===== src/rtl/popcount_pkg.sv =====
// Shared types and width helpers for the sequential popcount neuron.
package popcount_pkg;

    typedef enum logic {
        ST_ACCUM = 1'b0,
        ST_OUT   = 1'b1
    } state_t;

    // Bits needed to hold a popcount of n_in inputs.
    function automatic int unsigned cnt_w(input int unsigned n_in);
        return $clog2(n_in + 1);
    endfunction

    // Signed accumulator width covering +/- n_in*n_beats.
    function automatic int unsigned acc_w(input int unsigned n_in, input int unsigned n_beats);
        return $clog2(n_in * n_beats + 1) + 1;
    endfunction

endpackage


===== src/rtl/seq_popcount_neuron_if.sv =====
// Beat input / result output bundle for the sequential popcount neuron.
interface seq_popcount_neuron_if #(
    parameter int unsigned N_IN    = 24,
    parameter int unsigned N_BEATS = 4
);
    import popcount_pkg::*;

    localparam int unsigned ACC_W = acc_w(N_IN, N_BEATS);

    logic                    clr;
    logic                    in_valid;
    logic                    in_ready;
    logic [N_IN-1:0]         in_pos;
    logic [N_IN-1:0]         in_neg;
    logic signed [ACC_W-1:0] thr;
    logic                    out_valid;
    logic                    out_ready;
    logic signed [ACC_W-1:0] out_sum;
    logic                    out_bit;

    modport master (
        output clr, in_valid, in_pos, in_neg, thr, out_ready,
        input  in_ready, out_valid, out_sum, out_bit
    );

    modport slave (
        input  clr, in_valid, in_pos, in_neg, thr, out_ready,
        output in_ready, out_valid, out_sum, out_bit
    );

endinterface


===== src/rtl/popcount_exact.sv =====
// Combinational exact population count of a W-bit vector.
module popcount_exact
    import popcount_pkg::*;
#(
    parameter int unsigned W = 24
) (
    input  logic [W-1:0]          vec,
    output logic [cnt_w(W)-1:0]   count_c
);

    localparam int unsigned CNT_W = cnt_w(W);

    always_comb begin
        count_c = '0;
        for (int i = 0; i < int'(W); i++) begin
            count_c = count_c + CNT_W'(vec[i]);
        end
    end

endmodule


===== src/rtl/seq_popcount_neuron.sv =====
// Binary-weight neuron: accumulates (+1/-1) popcount deltas over N_BEATS beats and fires against thr.
module seq_popcount_neuron
    import popcount_pkg::*;
#(
    parameter int unsigned N_IN        = 24,
    parameter int unsigned N_BEATS     = 4,
    parameter int unsigned APPROX_DROP = 0
) (
    input  logic                  clk,
    input  logic                  rst,
    seq_popcount_neuron_if.slave  bus
);

    localparam int unsigned CNT_W  = cnt_w(N_IN);
    localparam int unsigned ACC_W  = acc_w(N_IN, N_BEATS);
    localparam int unsigned BEAT_W = (N_BEATS > 1) ? $clog2(N_BEATS) : 1;

    // Low APPROX_DROP input bits are ignored in both masks.
    localparam logic [N_IN-1:0] KEEP_MASK = {N_IN{1'b1}} << APPROX_DROP;

    state_t                  state;
    logic signed [ACC_W-1:0] acc;
    logic [BEAT_W-1:0]       beat_cnt;

    logic [N_IN-1:0]         pos_m_c;
    logic [N_IN-1:0]         neg_m_c;
    logic [CNT_W-1:0]        pos_cnt_c;
    logic [CNT_W-1:0]        neg_cnt_c;
    logic signed [ACC_W-1:0] delta_c;
    logic signed [ACC_W-1:0] sum_next_c;
    logic                    last_beat_c;

    assign pos_m_c = bus.in_pos & KEEP_MASK;
    assign neg_m_c = bus.in_neg & KEEP_MASK;

    popcount_exact #(.W(N_IN)) u_pos_cnt (
        .vec     (pos_m_c),
        .count_c (pos_cnt_c)
    );

    popcount_exact #(.W(N_IN)) u_neg_cnt (
        .vec     (neg_m_c),
        .count_c (neg_cnt_c)
    );

    // Bits set in both masks cancel naturally through the subtraction.
    assign delta_c     = $signed(ACC_W'(pos_cnt_c)) - $signed(ACC_W'(neg_cnt_c));
    assign sum_next_c  = acc + delta_c;
    assign last_beat_c = (beat_cnt == BEAT_W'(N_BEATS - 1));

    always_ff @(posedge clk or posedge rst) begin
        if (rst) begin
            state         <= ST_ACCUM;
            acc           <= '0;
            beat_cnt      <= '0;
            bus.in_ready  <= 1'b1;
            bus.out_valid <= 1'b0;
            bus.out_sum   <= '0;
            bus.out_bit   <= 1'b0;
        end else if (bus.clr) begin
            state         <= ST_ACCUM;
            acc           <= '0;
            beat_cnt      <= '0;
            bus.in_ready  <= 1'b1;
            bus.out_valid <= 1'b0;
        end else begin
            case (state)
                ST_ACCUM: begin
                    if (bus.in_valid && bus.in_ready) begin
                        if (last_beat_c) begin
                            state         <= ST_OUT;
                            acc           <= '0;
                            beat_cnt      <= '0;
                            bus.in_ready  <= 1'b0;
                            bus.out_valid <= 1'b1;
                            bus.out_sum   <= sum_next_c;
                            bus.out_bit   <= (sum_next_c >= bus.thr);
                        end else begin
                            acc      <= sum_next_c;
                            beat_cnt <= beat_cnt + BEAT_W'(1);
                        end
                    end
                end
                ST_OUT: begin
                    // Result held until consumed; no beat taken in the handshake cycle.
                    if (bus.out_ready) begin
                        state         <= ST_ACCUM;
                        bus.in_ready  <= 1'b1;
                        bus.out_valid <= 1'b0;
                    end
                end
                default: begin
                    state         <= ST_ACCUM;
                    bus.in_ready  <= 1'b1;
                    bus.out_valid <= 1'b0;
                end
            endcase
        end
    end

endmodule


===== src/flat_wrapper.sv =====
// flat-port wrapper written by rule: the top's interface ports become plain ports
module seq_popcount_neuron_flat import popcount_pkg::*;
#(
    parameter int unsigned N_IN        = 24,
    parameter int unsigned N_BEATS     = 4,
    parameter int unsigned APPROX_DROP = 0
)
  (clk, rst, bus_clr, bus_in_valid, bus_in_pos, bus_in_neg, bus_thr, bus_out_ready, bus_in_ready, bus_out_valid, bus_out_sum, bus_out_bit);
  seq_popcount_neuron_if #(.N_IN(N_IN), .N_BEATS(N_BEATS)) bus_i ();
  input  logic clk;
  input  logic rst;
  input wire logic [$bits(bus_i.clr)-1:0] bus_clr;
  input wire logic [$bits(bus_i.in_valid)-1:0] bus_in_valid;
  input wire logic [$bits(bus_i.in_pos)-1:0] bus_in_pos;
  input wire logic [$bits(bus_i.in_neg)-1:0] bus_in_neg;
  input wire logic [$bits(bus_i.thr)-1:0] bus_thr;
  input wire logic [$bits(bus_i.out_ready)-1:0] bus_out_ready;
  output wire logic [$bits(bus_i.in_ready)-1:0] bus_in_ready;
  output wire logic [$bits(bus_i.out_valid)-1:0] bus_out_valid;
  output wire logic [$bits(bus_i.out_sum)-1:0] bus_out_sum;
  output wire logic [$bits(bus_i.out_bit)-1:0] bus_out_bit;
  assign bus_i.clr = bus_clr;
  assign bus_i.in_valid = bus_in_valid;
  assign bus_i.in_pos = bus_in_pos;
  assign bus_i.in_neg = bus_in_neg;
  assign bus_i.thr = bus_thr;
  assign bus_i.out_ready = bus_out_ready;
  assign bus_in_ready = bus_i.in_ready;
  assign bus_out_valid = bus_i.out_valid;
  assign bus_out_sum = bus_i.out_sum;
  assign bus_out_bit = bus_i.out_bit;
  seq_popcount_neuron #(.N_IN(N_IN), .N_BEATS(N_BEATS), .APPROX_DROP(APPROX_DROP)) u_core (.clk(clk), .rst(rst), .bus(bus_i));
endmodule

===== config.mk =====
export PLATFORM = sky130hd
export DESIGN_NAME = seq_popcount_neuron_flat
export DESIGN_NICKNAME = d
export VERILOG_FILES = /design/src/rtl/popcount_pkg.sv /design/src/rtl/seq_popcount_neuron_if.sv /design/src/rtl/popcount_exact.sv /design/src/rtl/seq_popcount_neuron.sv /design/src/flat_wrapper.sv
export SDC_FILE = /design/constraint.sdc
export NUM_CORES = 1
export LEC_CHECK = 0
export ABC_AREA = 1
export BUFFER_PORTS_ARGS = -buffer_cell sky130_fd_sc_hd__buf_2
export CORE_MARGIN = 2
export CORE_UTILIZATION = 45
export CTS_BUF_LIST = sky130_fd_sc_hd__clkbuf_8
export CTS_CLUSTER_SIZE = 24
export DETAILED_ROUTE_END_ITERATION = 8
export GPL_ROUTABILITY_DRIVEN = 0
export HOLD_SLACK_MARGIN = 0.03
export PLACE_DENSITY_LB_ADDON = 0.3
export SLEW_MARGIN = 0
export SYNTH_ARGS = -nofsm -noshare
export SYNTH_HDL_FRONTEND = slang
export SYNTH_SLANG_ARGS = --single-unit

===== constraint.sdc =====
create_clock -name clk -period 2.1 [get_ports clk]
set_input_delay 0.105 -clock clk [delete_from_list [all_inputs] [get_ports clk]]
set_output_delay 0.105 -clock clk [all_outputs]
set_load 0.1 [all_outputs]

Yosys cells after proc, flatten, opt, wreduce, memory -nomap -nowiden:

Index checks and enable logic that the tools add are counted.

* output and inout bits: 11
* bits in registers: 22
* word-level logic and storage cells: 92
* input port bits: 61

* magnitude comparators: 1
* eq/ne operators: 5
* reductions and logical operators: 5
* muxes and demuxes: 23
* add/sub/neg operators: 49
* bitwise logic cells: 2

Operators by type and width (number)
* adder 5 x 1 -> 5 bit: 38
* 2-to-1 mux 8 bit: 4
* 2-to-1 mux 1 bit: 12
* adder 4 x 1 -> 5 bit: 2
* adder 3 x 1 -> 4 bit: 2
* adder 8 bit: 1
* >= comparator 8 bit: 1
* 2-to-1 mux 2 bit: 4
* adder 2 x 1 -> 3 bit: 2
* inequality test 3 x 2 -> 1 bit, second input constant: 2
* case mux 1 bit (2 select lines): 3
* subtractor 5 x 5 -> 6 bit: 1
* adder 1 x 1 -> 2 bit: 2
* AND reduction 4 bit: 1
* inequality test 3 bit, second input constant: 1
* AND reduction 3 bit: 1
* adder 2 x 1 -> 2 bit, second input constant: 1
* equality test 2 bit, second input constant: 1
* inequality test 2 bit, second input constant: 1
* inverter 1 bit: 2
* AND reduction 2 bit: 1
* nonzero test 2 bit: 1
* logical AND 1 bit: 1

Depth between registers and ports, before layout:

* depth in word-level cells: 29
* mapped depth: 39
* depth with buffers taken out: 39

Hierarchy:

Synthesis repeated with hierarchy kept, for this count alone.

* cell total of the unflattened synthesis: 378
* area total of the unflattened synthesis: 2957.8 um^2

Modules (own cells, without submodules)
* seq_popcount_neuron: area each 1711.6 um^2, cells an instance 228, seq. area each 551.8 um^2, instances 1
* popcount_exact: area each 623.1 um^2, cells an instance 75, seq. area each 0.0 um^2, instances 2

Worst setup path before layout:

OpenSTA, ideal clock, no wires.

* path type: input-to-reg
* start: input port bus_in_pos[11]
* end: register u_core.bus.out_bit
* slack: -4339 ps
* data arrival time: 6319 ps
* setup time: 120 ps
* cell stages on the path: 33
* buffers on the path: 0
* data required time: 1980 ps
* cell sequence: inv_1 fa_1 inv_1 fa_1 inv_1 fa_1 fa_1 inv_1 fa_1 fa_1 fa_1 ha_1 inv_1 fa_1 o21ai_0 xor2_1 ha_1 nand2_1 nand2_1 nand2_1 nand2_1 inv_1 nand2_1 nand3_1 and2_1 ha_1 a21o_1 nor2_1 nand2_1 nand2_1 nand3_1 nand2_1 nand2_1

* longest elaborated chain between the ends: 16

RTL lines
* from (decl): RTL line flat_wrapper.sv:14 `input wire logic [$bits(bus_i.in_pos)-1:0] bus_in_pos;`
* adder 5 x 1 -> 5 bit (13 in series): RTL line popcount_exact.sv:16 `count_c = count_c + CNT_W'(vec[i]);`
* subtractor 5 x 5 -> 6 bit: RTL line seq_popcount_neuron.sv:47 `assign delta_c = $signed(ACC_W'(pos_cnt_c)) - $signed(ACC_W'(neg_cnt_c));`
* adder 8 bit: RTL line seq_popcount_neuron.sv:48 `assign sum_next_c = acc + delta_c;`
* via u_core.sum_next_c[7]: RTL line seq_popcount_neuron.sv:30 `logic signed [ACC_W-1:0] sum_next_c;`
* >= comparator 8 bit: RTL line seq_popcount_neuron.sv:77 `bus.out_bit <= (sum_next_c >= bus.thr);`
* to (signal assigned): RTL line seq_popcount_neuron.sv:77
* to (decl): RTL line seq_popcount_neuron_if.sv:28 `output in_ready, out_valid, out_sum, out_bit`

The timed path passes the listed nets, and every way through them passes these cells.
A chain may end at the register's enable or synchronous reset.

Worst setup path after layout:

* start: input port bus_in_pos[5]
* end: register u_core.bus.out_sum[7]

* longest elaborated chain between the ends: 21

RTL lines
* adder 5 x 1 -> 5 bit (19 in series): RTL line popcount_exact.sv:16
* subtractor 5 x 5 -> 6 bit: RTL line seq_popcount_neuron.sv:47
* adder 8 bit: RTL line seq_popcount_neuron.sv:48
* to (signal assigned): RTL line seq_popcount_neuron.sv:76 `bus.out_sum <= sum_next_c;`
* to (decl): RTL line seq_popcount_neuron_if.sv:28

Every way passes these cells.

==> summary.txt <==
CTS
  – Hold-fix buffers, CTS: 0
  – Clock tree buffer depth: 2
  – Clock latency on the worst-skew pair: approximately 0.27 ns
  – CTS clk-pin slew, worst paths: roughly 0.090 ns
  – CTS root buf: clkbuf_8
  – Clock Sinks: 22
  – Num CTS Buffers: 3
  – H-Tree Depth: 1
  – CTS tree: built

STA
  – Worst slew margin: 40.9%
  – RSZ-0062 raised after global routing: true
  – Fin crit share: 295%
  – Worst setup margin: -4.10 ns
  – Highest Clock Rate: about 0.16 GHz
  – Layout Skew: around 0.015 ns
  – Period minus WS final: around 6.2 ns
  – Actual slew at the worst max-slew pin: between 0.8 and 0.9 ns
  – Max-slew violation count: 0
  – Endpoints failing hold: 0
  – Setup-failing EPs final: 17

Placement
  – Inst Count DP: 498
  – Number of port buffers: approximately 70
  – Hpwl dp: around 4500 um
  – Post-placement cell area: 0.00347 mm^2
  – Worst Setup Slack post-DPL: -4.44 ns

Cells and area
  – Ant. Diodes: 0
  – NumNets Final: roughly 570
  – P&R area growth vs syn: 43.1%
  – Final Non-Filler Cells: about 520
  – Cell area after layout: a little under 0.004 mm^2
  – Layout cells sized above 1: a little over two fifths

Critical path
  – CP Capture Type: flop
  – Critical Path RT: between 2 and 2.5 ns
  – Crit path arrival time: approximately 6.4 ns
  – CP max-delay cell: fa_2
  – Worst setup SP type: input pin
  – Top cell by count, worst path: buf_6
  – CP Max Fanout: 4
  – Worst stage delay on the critical path: 0.54 ns
  – Crit Path Class: in -> reg

Logic synthesis
  – EDFF count, synth: 0
  – Distinct cells, synth: 30
  – Synth Cell Area: ~0.0027 mm^2
  – Synth Instances: roughly 330
  – Async SR Flop Fraction: 100%
  – Synthesized net count: 452
  – Sequential-to-total area share from yosys stat: 20.1%
  – Synthesized area per cell: roughly 8.4 um^2
  – Leading register cell type out of synthesis: dfrtp_1
  – Syn. warnings: 0
  – #FFs+latches synth: 22

Die
  – Chip height: around 82 um
  – # IOs: about 70
  – Die area: 0.00673 mm^2
  – Core footprint: 0.00592 mm^2
  – Initial Util: ~46%
  – # rows: 28
  – Die width: 82.1 um

Drt
  – Iteration-0 DRC Markers: just under 70
  – DR vias/cell: around 4.6
  – WL per Instance: around 12 um
  – DR DRC count: 0
  – ANT nets after route: 0
  – Via Count: around 2400
  – Total Routed Length: ~6000 um
  – DR pass1 iterations: 5

GRT
  – Largest net degree at the start of global routing: 23
  – Met2 usage: between 30% and 40%
  – Initial antenna violation count: 0
  – Met3 Track Usage GR: 3.30%
  – Total grt overflow: 0
  – Vias in the first global route: about 2300
  – First-pass GRT wire length: around 9400 um
  – Gr usage total: between 10% and 20%
  – M1 GR Usage: 21.7%
  – Top Usage Layer GRT: met2

Worst hold path
  – Min-delay worst type: in -> async

Run
  – Max Cap Violations: 0

Outcome
  – Status: complete, but fails checks
  – Failing checks: negative setup slack
-- registers in the layout, summed over array words and instances (netlist names) --
name                  flops
u_core.bus.in_ready       1
u_core.bus.out_sum        8
u_core.bus.out_bit        1
u_core.state              1
u_core.acc                8
u_core.bus.out_valid      1
u_core.beat_cnt           2
-- through the flow --
stage	hold slack [ns]	utilization, %	TNS (ns)
after floorplan	0.0935	-	-52.95
after global placement	0.309	58.7	-60.15
after detailed placement	0.322	58.7	-60.96
after CTS	0.0319	63.0	-54.25
after global routing	0.0615	66.3	-58.02
final	0.00324	66.3	-55.58
-- logic make-up (layout without fill, tap and decap cells) --
group,Yosys count,count (layout),synth area share [%]
AOI/OAI and AO/OA,26,26,5.93
xor gates and xnor gates,7,7,2.24
adders and majority gates,66,66,41.1
buffers and inverters,108,224,15.5
DFF,22,22,20.1
and+or+nand+nor,96,96,15.2
-- critical path, delay by kind of cell --
kind,cells,cell delay [ns]
AO/OA/AOI/OAI,1,0.13
XOR/XNOR,1,0.16
adder cells (fa/ha/maj),10,4.32
buffers and inverters,14,1.19
AND/OR/NAND/NOR,8,0.48
-- layer usage --
layer / wire (um) / vias up
met1: 2420 / 1120
met3: 222 / 14
met5: 0 / -
li1: - / 1175
met4: 118 / 0
met2: 3240 / 58
-- final cells by class --
type / instances / area (um^2)
clock buffers: 4 / 55.1
inverters: 107 / 414
multi-input cells: 195 / 2050
well taps: 75 / 93.8
flip-flops and latches: 22 / 552
fillers: 469 / 2000
repair buffers: 113 / 757
-- final timing paths --
path                                                   startpoint                                 to  slack (ns)  depth (start not counted)
worst max-delay path                                bus_in_pos[5]  u_core.bus.out_sum[7]$_DFFE_PP0P_       -4.10                         34
worst min-delay path                                          rst     u_core.bus.out_bit$_DFFE_PP0P_       0.003                          2
worst max register to register          u_core.acc[0]$_DFFE_PP0P_     u_core.bus.out_bit$_DFFE_PP0P_       -0.42                         18
worst min register to register  u_core.bus.out_sum[6]$_DFFE_PP0P_  u_core.bus.out_sum[6]$_DFFE_PP0P_        0.48                          2
max in group asynchronous                                     rst             u_core.state$_DFF_PP0_        1.54                          2
min in group clk                                          bus_clr     u_core.beat_cnt[1]$_DFFE_PP0P_        0.05                          2
-- cell usage in the layout (no fill, tap or decap), drive strengths merged --
master	netlist	routed
nand3b	1	1
xor2	5	5
nand2	71	71
fa	40	40
xnor2	2	2
clkbuf	0	4
o21ai	13	13
and2	2	2
inv	107	107
a22o	1	1
nand3	9	9
dfrtp	21	21
nor2	10	10
a21o	1	1
o21bai	1	1
a31oi	1	1
nand4	2	2
a21oi	9	9
buf	1	113
ha	26	26
dfstp	1	1
nor3	1	1
-- cells in the mapped netlist (2+ instances only) --
cell | instances | area share [%]
nor2_2 | 3 | 0.68
nand3_1 | 9 | 1.6
o21ai_2 | 2 | 0.64
nand4_1 | 2 | 0.46
ha_1 | 26 | 12
and2_1 | 2 | 0.46
a21oi_1 | 8 | 1.5
fa_1 | 40 | 29
xnor2_1 | 2 | 0.64
o21ai_0 | 9 | 1.6
nand2_1 | 70 | 9.6
inv_1 | 105 | 14
xor2_1 | 5 | 1.6
dfrtp_1 | 21 | 19
nor2_1 | 6 | 0.82
-- repair_timing --
item	4_1_cts	5_1_grt
endpoints found under the setup margin	17	17
buffers inserted	5	10
pin swaps	20	11
gates resized for setup	40	31
Power is not shown: default switching activity piles up to over one toggle a cycle in this logic, so the estimate is an artifact.
